File: src/rtl/riscv_crypto_fu_saes32_masked_mlane_if.sv
// riscv_crypto_fu_saes32_masked_mlane_if: request/result bundle of the masked multi-lane AES unit
// Request: valid_i/ready_i handshake, rs1_i, rs2_i, bs_i, word_i, op_* one-hot, randombits_i (26 bits per lane), instr_id_i.
// Result: valid_o/ready_o handshake, result_o, result_b_o, instr_id_o.
// master = issuing side (offload logic), slave = the functional unit.
interface riscv_crypto_fu_saes32_masked_mlane_if #(
  parameter int X_ID_WIDTH = 4,
  parameter int LANES = 1
);
  logic valid_i, ready_i, word_i, op_decs, op_decsm, op_encs, op_encsm, valid_o, ready_o;
  logic [31:0] rs1_i, rs2_i, result_o, result_b_o;
  logic [1:0] bs_i;
  logic [26*LANES-1:0] randombits_i;
  logic [X_ID_WIDTH-1:0] instr_id_i, instr_id_o;
  modport master (
    output valid_i, rs1_i, rs2_i, bs_i, word_i, op_decs, op_decsm, op_encs, op_encsm,
           randombits_i, instr_id_i, ready_o,
    input  ready_i, result_o, result_b_o, instr_id_o, valid_o
  );
  modport slave (
    input  valid_i, rs1_i, rs2_i, bs_i, word_i, op_decs, op_decsm, op_encs, op_encsm,
           randombits_i, instr_id_i, ready_o,
    output ready_i, result_o, result_b_o, instr_id_o, valid_o
  );
endinterface

File: src/rtl/riscv_crypto_fu_saes32_masked_mlane.sv
// riscv_crypto_fu_saes32_masked_mlane: first-order DOM-masked AES32 unit (byte or full-word SubBytes[+MixColumns])
// Ports: clk_i, rst_n (async, active-low), bus (slave modport of riscv_crypto_fu_saes32_masked_mlane_if).
// LANES masked S-boxes (1/2/4) run 4/LANES passes in word mode, one pass in byte mode.
// Option macro SAES_SHARE_OUT_EN: output both shares (result_o=A, result_b_o=B) instead of recombining.
module riscv_crypto_fu_saes32_masked_mlane #(
  parameter int X_ID_WIDTH = 4,
  parameter int LANES = 1,
  parameter int SBOX_LAT = 4
) (
  input logic clk_i,
  input logic rst_n,
  riscv_crypto_fu_saes32_masked_mlane_if.slave bus
);
  localparam int NPASS = 4 / LANES;
  if (!(LANES == 1 || LANES == 2 || LANES == 4)) begin : g_bad_lanes
    $error("LANES must be 1, 2 or 4");
  end
  if (SBOX_LAT != 4) begin : g_bad_lat
    $error("masked S-box pipeline has exactly 4 stages");
  end
  function automatic logic [7:0] xt(input logic [7:0] x);
    return {x[6:0], 1'b0} ^ (x[7] ? 8'h1b : 8'h00);
  endfunction
  function automatic logic [7:0] gm(input logic [7:0] a, input logic [7:0] b);
    logic [7:0] p, t;
    p = '0;
    t = a;
    for (int i = 0; i < 8; i++) begin
      p ^= b[i] ? t : 8'h00;
      t = xt(t);
    end
    return p;
  endfunction
  function automatic logic [7:0] sq(input logic [7:0] x);
    return gm(x, x);
  endfunction
  function automatic logic [7:0] rl8(input logic [7:0] x, input int n);
    logic [15:0] d;
    d = {x, x} << n;
    return d[15:8];
  endfunction
  function automatic logic [7:0] aff(input logic [7:0] x);
    return x ^ rl8(x, 1) ^ rl8(x, 2) ^ rl8(x, 3) ^ rl8(x, 4);
  endfunction
  function automatic logic [7:0] iaff(input logic [7:0] x);
    return rl8(x, 1) ^ rl8(x, 3) ^ rl8(x, 6);
  endfunction
  // DOM multiply: each domain adds its cross term under the same fresh mask z.
  function automatic logic [15:0] dmul(input logic [7:0] a0, a1, b0, b1, z);
    return {gm(a0, b0) ^ gm(a0, b1) ^ z, gm(a1, b1) ^ gm(a1, b0) ^ z};
  endfunction
  function automatic logic [31:0] contrib(input logic [7:0] s, input logic enc, input logic sm);
    return !sm ? {24'h0, s} : enc ? {gm(s, 8'h03), s, s, gm(s, 8'h02)}
                                  : {gm(s, 8'h0b), gm(s, 8'h0d), gm(s, 8'h09), gm(s, 8'h0e)};
  endfunction
  function automatic logic [31:0] rot32(input logic [31:0] c, input logic [1:0] b);
    logic [63:0] d;
    d = {c, c} << {b, 3'b000};
    return d[63:32];
  endfunction
  typedef enum logic [1:0] {IDLE, ISSUE, WAIT, DONE} state_t;
  state_t state, state_nxt;
  logic [31:0] rs2_q, acc_a, acc_b, upd_a, upd_b;
  logic [1:0] bs_q, pass_q;
  logic word_q, enc_q, sm_q, accept, issue, all_done, last, onehot;
  logic [X_ID_WIDTH-1:0] id_q;
  logic [LANES-1:0] lane_en, lane_ok;
  logic [LANES-1:0][31:0] rot_a, rot_b;
  assign accept = bus.valid_i && bus.ready_i;
  assign last = !word_q || pass_q == 2'(NPASS - 1);
  assign all_done = &lane_ok;
  assign onehot = $onehot({bus.op_decs, bus.op_decsm, bus.op_encs, bus.op_encsm});
  always_ff @(posedge clk_i or negedge rst_n)
    if (!rst_n) state <= IDLE;
    else state <= state_nxt;
  always_comb begin
    state_nxt = state;
    case (state)
      IDLE:    state_nxt = bus.valid_i ? ISSUE : IDLE;
      ISSUE:   state_nxt = WAIT;
      WAIT:    state_nxt = all_done ? (last ? DONE : ISSUE) : WAIT;
      DONE:    state_nxt = bus.ready_o ? IDLE : DONE;
      default: state_nxt = IDLE;
    endcase
  end
  always_comb begin
    bus.ready_i = state == IDLE;
    bus.valid_o = state == DONE;
    issue = state == ISSUE;
    bus.instr_id_o = state == DONE ? id_q : '0;
`ifdef SAES_SHARE_OUT_EN
    bus.result_o = state == DONE ? acc_a : '0;
    bus.result_b_o = state == DONE ? acc_b : '0;
`else
    bus.result_o = state == DONE ? acc_a ^ acc_b : '0;
    bus.result_b_o = '0;
`endif
  end
  always_ff @(posedge clk_i or negedge rst_n)
    if (!rst_n) begin
      rs2_q <= '0;
      bs_q <= '0;
      word_q <= 1'b0;
      enc_q <= 1'b1;
      sm_q <= 1'b0;
      id_q <= '0;
      acc_a <= '0;
      acc_b <= '0;
      pass_q <= '0;
    end else if (accept) begin
      rs2_q <= bus.rs2_i;
      bs_q <= bus.bs_i;
      word_q <= bus.word_i;
      enc_q <= !(onehot && (bus.op_decs || bus.op_decsm));
      sm_q <= onehot && (bus.op_encsm || bus.op_decsm);
      id_q <= bus.instr_id_i;
      acc_a <= bus.rs1_i;
      acc_b <= '0;
      pass_q <= '0;
    end else if (state == WAIT && all_done) begin
      acc_a <= acc_a ^ upd_a;
      acc_b <= acc_b ^ upd_b;
      pass_q <= last ? 2'd0 : pass_q + 2'd1;
    end
  always_comb begin
    upd_a = '0;
    upd_b = '0;
    for (int k = 0; k < LANES; k++) begin
      upd_a ^= lane_en[k] ? rot_a[k] : '0;
      upd_b ^= lane_en[k] ? rot_b[k] : '0;
    end
  end
  // Masked S-box per lane: inversion as x^254 = x2*x252 using four DOM multiplies, one register stage each.
  for (genvar k = 0; k < LANES; k++) begin : g_lane
    logic [1:0] b;
    logic [3:0] v;
    logic [17:0] rz;
    logic [15:0] m1, m2, m3, m4;
    logic [7:0] r0, a_in, ia, ib, x2a, x2b, t12a, t12b, t240a, t240b, oa, ob;
    logic [7:0] q1_ya, q1_yb, q1_sa, q1_sb, q1_z2, q1_z3, q1_z4;
    logic [7:0] q2_ya, q2_yb, q2_ta, q2_tb, q2_sa, q2_sb, q2_z3, q2_z4;
    logic [7:0] q3_ya, q3_yb, q3_sa, q3_sb, q3_z4, q4_ya, q4_yb;
    assign b = word_q ? 2'(int'(pass_q) * LANES + k) : bs_q;
    assign lane_en[k] = word_q || k == 0;
    assign lane_ok[k] = v[3] || !lane_en[k];
    assign r0 = bus.randombits_i[26*k +: 8];
    assign rz = bus.randombits_i[26*k+8 +: 18];
    assign a_in = rs2_q[{b, 3'b000} +: 8] ^ r0;
    // Affine maps are linear per share; only share A carries the affine constant.
    assign ia = enc_q ? a_in : iaff(a_in) ^ 8'h05;
    assign ib = enc_q ? r0 : iaff(r0);
    assign x2a = sq(ia);
    assign x2b = sq(ib);
    assign m1 = dmul(ia, ib, x2a, x2b, rz[7:0]);
    assign t12a = sq(sq(q1_ya));
    assign t12b = sq(sq(q1_yb));
    assign m2 = dmul(q1_ya, q1_yb, t12a, t12b, q1_z2);
    assign t240a = sq(sq(sq(sq(q2_ya))));
    assign t240b = sq(sq(sq(sq(q2_yb))));
    assign m3 = dmul(t240a, t240b, q2_ta, q2_tb, q2_z3);
    assign m4 = dmul(q3_ya, q3_yb, q3_sa, q3_sb, q3_z4);
    assign oa = enc_q ? aff(q4_ya) ^ 8'h63 : q4_ya;
    assign ob = enc_q ? aff(q4_yb) : q4_yb;
    assign rot_a[k] = rot32(contrib(oa, enc_q, sm_q), b);
    assign rot_b[k] = rot32(contrib(ob, enc_q, sm_q), b);
    always_ff @(posedge clk_i or negedge rst_n)
      if (!rst_n) begin
        v <= '0;
        {q1_ya, q1_yb, q1_sa, q1_sb, q1_z2, q1_z3, q1_z4} <= '0;
        {q2_ya, q2_yb, q2_ta, q2_tb, q2_sa, q2_sb, q2_z3, q2_z4} <= '0;
        {q3_ya, q3_yb, q3_sa, q3_sb, q3_z4, q4_ya, q4_yb} <= '0;
      end else begin
        v <= {v[2:0], issue && lane_en[k]};
        {q1_ya, q1_yb, q1_sa, q1_sb} <= {m1, x2a, x2b};
        {q1_z2, q1_z3, q1_z4} <= {rz[15:8], rz[17:16], rz[5:0], rz[13:6]};
        {q2_ya, q2_yb, q2_ta, q2_tb} <= {m2, t12a, t12b};
        {q2_sa, q2_sb, q2_z3, q2_z4} <= {q1_sa, q1_sb, q1_z3, q1_z4};
        {q3_ya, q3_yb, q3_sa, q3_sb, q3_z4} <= {m3, q2_sa, q2_sb, q2_z4};
        {q4_ya, q4_yb} <= m4;
      end
  end
endmodule

File: src/flat_wrapper.sv
// flat-port wrapper written by rule: the top's interface ports become plain ports
module riscv_crypto_fu_saes32_masked_mlane_flat 
#(
  parameter int X_ID_WIDTH = 4,
  parameter int LANES = 1,
  parameter int SBOX_LAT = 4
)
  (clk_i, rst_n, bus_valid_i, bus_rs1_i, bus_rs2_i, bus_bs_i, bus_word_i, bus_op_decs, bus_op_decsm, bus_op_encs, bus_op_encsm, bus_randombits_i, bus_instr_id_i, bus_ready_o, bus_ready_i, bus_result_o, bus_result_b_o, bus_instr_id_o, bus_valid_o);
  riscv_crypto_fu_saes32_masked_mlane_if #(.X_ID_WIDTH(X_ID_WIDTH), .LANES(LANES)) bus_i ();
  input logic clk_i;
  input logic rst_n;
  input wire logic [$bits(bus_i.valid_i)-1:0] bus_valid_i;
  input wire logic [$bits(bus_i.rs1_i)-1:0] bus_rs1_i;
  input wire logic [$bits(bus_i.rs2_i)-1:0] bus_rs2_i;
  input wire logic [$bits(bus_i.bs_i)-1:0] bus_bs_i;
  input wire logic [$bits(bus_i.word_i)-1:0] bus_word_i;
  input wire logic [$bits(bus_i.op_decs)-1:0] bus_op_decs;
  input wire logic [$bits(bus_i.op_decsm)-1:0] bus_op_decsm;
  input wire logic [$bits(bus_i.op_encs)-1:0] bus_op_encs;
  input wire logic [$bits(bus_i.op_encsm)-1:0] bus_op_encsm;
  input wire logic [$bits(bus_i.randombits_i)-1:0] bus_randombits_i;
  input wire logic [$bits(bus_i.instr_id_i)-1:0] bus_instr_id_i;
  input wire logic [$bits(bus_i.ready_o)-1:0] bus_ready_o;
  output wire logic [$bits(bus_i.ready_i)-1:0] bus_ready_i;
  output wire logic [$bits(bus_i.result_o)-1:0] bus_result_o;
  output wire logic [$bits(bus_i.result_b_o)-1:0] bus_result_b_o;
  output wire logic [$bits(bus_i.instr_id_o)-1:0] bus_instr_id_o;
  output wire logic [$bits(bus_i.valid_o)-1:0] bus_valid_o;
  assign bus_i.valid_i = bus_valid_i;
  assign bus_i.rs1_i = bus_rs1_i;
  assign bus_i.rs2_i = bus_rs2_i;
  assign bus_i.bs_i = bus_bs_i;
  assign bus_i.word_i = bus_word_i;
  assign bus_i.op_decs = bus_op_decs;
  assign bus_i.op_decsm = bus_op_decsm;
  assign bus_i.op_encs = bus_op_encs;
  assign bus_i.op_encsm = bus_op_encsm;
  assign bus_i.randombits_i = bus_randombits_i;
  assign bus_i.instr_id_i = bus_instr_id_i;
  assign bus_i.ready_o = bus_ready_o;
  assign bus_ready_i = bus_i.ready_i;
  assign bus_result_o = bus_i.result_o;
  assign bus_result_b_o = bus_i.result_b_o;
  assign bus_instr_id_o = bus_i.instr_id_o;
  assign bus_valid_o = bus_i.valid_o;
  riscv_crypto_fu_saes32_masked_mlane #(.X_ID_WIDTH(X_ID_WIDTH), .LANES(LANES), .SBOX_LAT(SBOX_LAT)) u_core (.clk_i(clk_i), .rst_n(rst_n), .bus(bus_i));
endmodule
File: config.mk
export PLATFORM = sky130hd
export DESIGN_NAME = riscv_crypto_fu_saes32_masked_mlane_flat
export DESIGN_NICKNAME = d
export VERILOG_FILES = /design/src/rtl/riscv_crypto_fu_saes32_masked_mlane_if.sv /design/src/rtl/riscv_crypto_fu_saes32_masked_mlane.sv /design/src/flat_wrapper.sv
export SDC_FILE = /design/constraint.sdc
export NUM_CORES = 2
export LEC_CHECK = 0
export ABC_AREA = 1
export CORE_UTILIZATION = 55
export DETAILED_ROUTE_END_ITERATION = 8
export PLACE_DENSITY = 0.71
export SLEW_MARGIN = 25
export SYNTH_ARGS = -nofsm -noshare
export SYNTH_HDL_FRONTEND = slang
export SYNTH_SLANG_ARGS = --single-unit
File: constraint.sdc
create_clock -name clk_i -period 14.8 [get_ports clk_i]
set_input_delay 2.96 -clock clk_i [delete_from_list [all_inputs] [get_ports clk_i]]
set_output_delay 2.96 -clock clk_i [all_outputs]
set_load 0.01 [all_outputs]
Word-level counts from Yosys, hierarchy flattened. Cells that the tools add are included.

$add $sub $neg: 4. Bitwise gates (word level): 390. Equal/unequal tests: 5. Shifts and indexed selects: 3. Mux-type cells: 395. Reductions and logical operators: 11.

Operator list (number): $xor A8 B8 Y8 (381); $mux W8 (244); $mux W5 (132); $mux W32 (9); $shl A64 B5 Y64 (2); $xor A32 B32 Y32 (3); $shiftx A32 B6 Y8 (1); $xor A8 B5 Y8 (4); $mux W2 (7); $pmux W2 S4 (1); $eq A2 B2 Y1 const B (3); $add A1 B1 Y2 (2); $logic_and A1 B1 Y1 (4); $mux W4 (1); $not A4 Y4 (1); $add A3 B3 Y3 (1); $eq A3 B1 Y1 const B (1); $logic_or A1 B1 Y1 (3); $add A2 B1 Y2 const B (1); $eq A2 B1 Y1 const B (1); $logic_not A1 Y1 (2); $logic_not A2 Y1 (1); $not A2 Y2 (1); $reduce_bool A2 Y1 (1); $mux W1 (1).

Output and inout port bits: 70. Word-level logic and storage cells: 841. Input bits: 105. Bits in registers: 289.

Logic depth before layout (Yosys ltp).
Depth after elaboration: 82. Depth in mapped cells: 81. Depth with buffers taken out: 78.

Worst setup path before layout. No wires, ideal clock.

Path kind: reg2reg. Start: reg u_core.g_lane[0].q2_ya[7]. End: reg u_core.g_lane[0].q3_ya[1]. Cell stages (with the launch flop): 76. Library setup time: 0.116 ns. Setup slack: 6.675 ns. Arrival time: 8.009 ns. Buffers on the path: 7. Required time: 14.684 ns. Cell sequence: dfrtp_1 inv_2 ha_1 buf_4 inv_2 ha_1 inv_1 a21oi_1 nand3_1 nand2_1 nand2_1 nand2_1 nand2_1 inv_1 nor2_2 buf_6 ha_1 clkbuf_1 (+40 left out) nand2_1 nand2_1 inv_1 nand2_2 nand2_2 nand2_1 nand2_1 buf_4 nand2_1 nand2_2 inv_2 nand2_1 xnor2_1 nand3_1 nand2_1 inv_1 nand2_1 nand2_1.

Cells in the longest elaborated chain, start to end: 56.

Ends and longest elaborated chain: from (decl) (line riscv_crypto_fu_saes32_masked_mlane.sv:141) `logic [7:0] q2_ya, q2_yb, q2_ta, q2_tb, q2_sa, q2_sb, q2_z3, q2_z4;`; from (signal assigned) (line riscv_crypto_fu_saes32_masked_mlane.sv:176) `{q2_ya, q2_yb, q2_ta, q2_tb} <= {m2, t12a, t12b};`; $mux W5 (line riscv_crypto_fu_saes32_masked_mlane.sv:22) `return {x[6:0], 1'b0} ^ (x[7] ? 8'h1b : 8'h00);`; $xor A8 B8 Y8 (4 in a row) (line riscv_crypto_fu_saes32_masked_mlane.sv:22); $mux W5 or $xor A8 B8 Y8 (tied branches) (line riscv_crypto_fu_saes32_masked_mlane.sv:22); $xor A8 B8 Y8 or $mux W5 (tied branches) (line riscv_crypto_fu_saes32_masked_mlane.sv:22); $xor A8 B8 Y8 or $mux W8 (tied branches) (line riscv_crypto_fu_saes32_masked_mlane.sv:22, riscv_crypto_fu_saes32_masked_mlane.sv:29); $xor A8 B8 Y8 (tied with other cells) (line riscv_crypto_fu_saes32_masked_mlane.sv:22); $mux W8 or $xor A8 B8 Y8 (tied branches) (line riscv_crypto_fu_saes32_masked_mlane.sv:29) `p ^= b[i] ? t : 8'h00;`; $xor A8 B8 Y8 (*) (line riscv_crypto_fu_saes32_masked_mlane.sv:29); (+37 left out); $mux W5 or $xor A8 B8 Y8 (tied branches) (line riscv_crypto_fu_saes32_masked_mlane.sv:22); $xor A8 B8 Y8 or $mux W5 (tied branches) (line riscv_crypto_fu_saes32_masked_mlane.sv:22); $mux W8 (tied with other cells) (line riscv_crypto_fu_saes32_masked_mlane.sv:29); $xor A8 B8 Y8 (tied with other cells) (line riscv_crypto_fu_saes32_masked_mlane.sv:29); $xor A8 B8 Y8 or $mux W8 (tied branches) (line riscv_crypto_fu_saes32_masked_mlane.sv:29); $xor A8 B8 Y8 (line riscv_crypto_fu_saes32_masked_mlane.sv:29); $xor A8 B8 Y8 (*) (2 in a row) (line riscv_crypto_fu_saes32_masked_mlane.sv:50) `return {gm(a0, b0) ^ gm(a0, b1) ^ z, gm(a1, b1) ^ gm(a1, b0) ^ z};`; via u_core.g_lane[0].m3[9] (line riscv_crypto_fu_saes32_masked_mlane.sv:138) `logic [15:0] m1, m2, m3, m4;`; to (signal assigned) (line riscv_crypto_fu_saes32_masked_mlane.sv:178) `{q3_ya, q3_yb, q3_sa, q3_sb, q3_z4} <= {m3, q2_sa, q2_sb, q2_z4};`; to (decl) (line riscv_crypto_fu_saes32_masked_mlane.sv:142) `logic [7:0] q3_ya, q3_yb, q3_sa, q3_sb, q3_z4, q4_ya, q4_yb;`.

The timed path passes the listed nets; every way through them passes the cells marked *. A chain may end at the register's enable or synchronous reset.

Final worst setup path.
Start: reg u_core.g_lane[0].q2_ya[7]. End: reg u_core.g_lane[0].q3_ya[4].

Same word-level chain as after synthesis.

==> key figures <==
Yosys
  – Mean Syn Cell Area: about 5.8 sq um
  – Cell with the most instances after synthesis: nand2_1
  – Ys async rst share: between 90% and 100%
  – Area share of the largest cell type after synthesis: a little under a quarter
  – Largest area contributor in the synthesized netlist: nand2_1
  – Mapped Area: about 50000 sq um
  – Sequential area share after synthesis: between 10% and 20%
  – Count of flip-flops with a built-in enable after synthesis: 0
  – Yosys warning total: 0
  – Yosys cell types: 54
  – Top_reg_cell synth: dfrtp_1
  – Synth Instances: roughly 8500
  – Seq cells post-synth: roughly 280
  – Largest cells by area after synthesis: nand2_1 23%, xor2_1 16%, dfrtp_1 14%
  – Post-synth top cells: 3093 x nand2_1, 913 x xor2_1, 824 x nor2_1

Setup path
  – Critical Path Start: u_core.g_lane[0].q2_ya[7]
  – Register-to-register setup slack: between 4000 and 5000 ps
  – Bufs and invs on worst path: 13
  – CP peak stage delay: approximately 670 ps
  – CP endpoint kind: flop
  – Levels on crit path: 63
  – CP arrival: roughly 11000 ps
  – CP max FO: 18
  – CP Launch Type: flop
  – Critical-path top delay cell: dfrtp_1
  – WP data required: between 15000 and 20000 ps
  – Worst r2r dst: u_core.g_lane[0].q3_ya[4]
  – Worst r2r path cells: 63
  – R2R Path Start: u_core.g_lane[0].q2_ya[7]
  – Critical path's top delay family: simple AND/OR/NAND/NOR gates
  – Crit path to: u_core.g_lane[0].q3_ya[4]
  – Worst path most repeated cell: nand2_1
  – Critical path type: reg -> reg

Detailed routing
  – TritonRoute pass-1 iters: 8
  – # DRC: 21
  – Antenna Violating Nets Remaining: 0
  – Routed WL: approximately 150000 microns
  – DR vias: around 52000
  – Starting DRC count in detailed routing: about 4600
  – Vias/cell: between 5 and 6
  – Wire per inst: 16.0 microns

Final layout
  – Biggest regs: u_core.acc_a (32), u_core.acc_b (32), u_core.rs2_q (32)
  – FF/Latch Area: a little over 7000 sq um
  – Final net count: 8692
  – Cell area after layout: 52300 sq um
  – Ratio of cells with drive above 1 in the final layout: between 4 and 5%
  – Antenna Cells: 0
  – Multi-input gate area: 37700 sq um
  – Fillers: about 8800
  – Area Overhead vs Synth: 5.61%

Timing
  – Fmax: 93.8 MHz
  – Minimum clock period: 10660 ps
  – Setup violators final: 0
  – Worst-Margin Slew: 1130 ps
  – Worst Skew: 27.8 ps
  – Endpoints failing hold: 0
  – Worst rel slew slack: between 20% and 30%
  – Post-route setup TNS: 0 ps
  – RSZ-0062 raised after global routing: no
  – Fin. max-slew vios: 0
  – Post-route clock period utilization: 72.0%

Clocking
  – Post-CTS Setup Bufs: 0
  – H-tree depth: 1
  – CTS tree: built
  – Clk pin slew, worst setup/hold paths: roughly 70 ps
  – CTS Sinks: between 200 and 300
  – Total CTS buffers: 31
  – Hold Buf Count CTS: 0
  – Root Driver: clkbuf_16
  – CTS max path bufs: 3
  – Clk_lat worst skew: 630 ps
  – Post_cts resized: 0

Die
  – Core area: roughly 90000 sq um
  – Die ar.: between 90000 and 100000 sq um
  – Die X: 302 microns
  – Io pins: between 150 and 200
  – Die H: 302 microns
  – Row count: about 110
  – Starting Density: 55.8%

Min path
  – HP Class: reg -> reg

Place
  – PortBufs: between 100 and 150
  – DP Area: around 50000 sq um
  – DP HPWL: about 120000 microns
  – Final GP Congestion: 0.952

Status
  – Status: complete, but fails checks
  – Failing checks: DRC

Flow run
  – Max Cap Viol: 0

GRT
  – Grt ovf: 0
  – First-pass GRT wire length: approximately 250000 microns
  – Largest net degree at the start of global routing: 80
  – Initial antenna violation count: 1
  – Vias in the first global route: approximately 47000
  – Overall routing resource usage: about 33%
==> placed cells by master (no fill, tap or decap), drive strengths merged, types with 39 or more instances in the layout <==
cell           Yosys  final
buf              130     39
ha               121    121
nand4             56     56
or2               64     64
nor2             838    838
inv              843    853
clkinv            36     41
nand3            797    797
xor2             916    916
clkdlybuf4s50      0    141
dfrtp            282    282
nand2           3219   3219
xnor2            491    491
a21oi            112    112
o21ai            315    315
==> cells by family (layout without fill, tap and decap cells) <==
logic type	Yosys count	count (layout)	synth area share, %
xor+xnor	1407	1407	24.9
simple gates	5019	5019	42.1
compound gates	505	505	5.52
mux	5	5	0.101
fa+ha+maj	122	122	3.10
buf+inv	1201	1116	9.94
flops	283	283	14.3
other cells	1	32	0.00757
==> worst min-delay path by stage <==
stage                                            to  cells past startpoint                       from  slack (ps)
final                     u_core.g_lane[0].q3_sa[4]                      0  u_core.g_lane[0].q2_sa[4]         330
after floorplan           u_core.g_lane[0].q2_sa[0]                      0  u_core.g_lane[0].q1_sa[0]         330
after detailed placement  u_core.g_lane[0].q2_sb[5]                      0  u_core.g_lane[0].q1_sb[5]         330
after global routing      u_core.g_lane[0].q3_sa[7]                      0  u_core.g_lane[0].q2_sa[7]         330
after global placement    u_core.g_lane[0].q2_sa[5]                      0  u_core.g_lane[0].q1_sa[5]         330
after CTS                 u_core.g_lane[0].q3_sa[4]                      0  u_core.g_lane[0].q2_sa[4]         320
==> final cells by class <==
class,instances,share of cell area (%)
flip-flops and latches,283,13.5
repair buffers,180,3.28
clock buffers,35,1.57
clock inverters,22,0.423
well taps,1165,2.79
inverters,879,6.32
multi-input cells,7090,72.1
==> layer usage <==
| layer | share of wire (%) | up-vias | global-route usage [%] |
|---|---|---|---|
| li1 | - | 26100 | - |
| met1 | 44 | 23900 | 44.5 |
| met2 | 46 | 1965 | 55.2 |
| met3 | 7.5 | 296 | 3.13 |
| met4 | 2.9 | 0 | 9.76 |
| met5 | 0 | - | 0 |
==> metrics by stage <==
step	hold slack, ps	utilization [%]	worst slack (ps)	std cells
floorplan	331	-	6670	8574
global placement	331	57.7	4420	9597
detailed placement	335	57.7	4310	9597
CTS	325	58.9	4310	9654
global route	332	58.9	3060	9654
finish	332	58.9	4140	9654
Power is left out: the tool's default activity adds up to more than one toggle a clock period on the data nets, which glitch-free logic cannot reach.
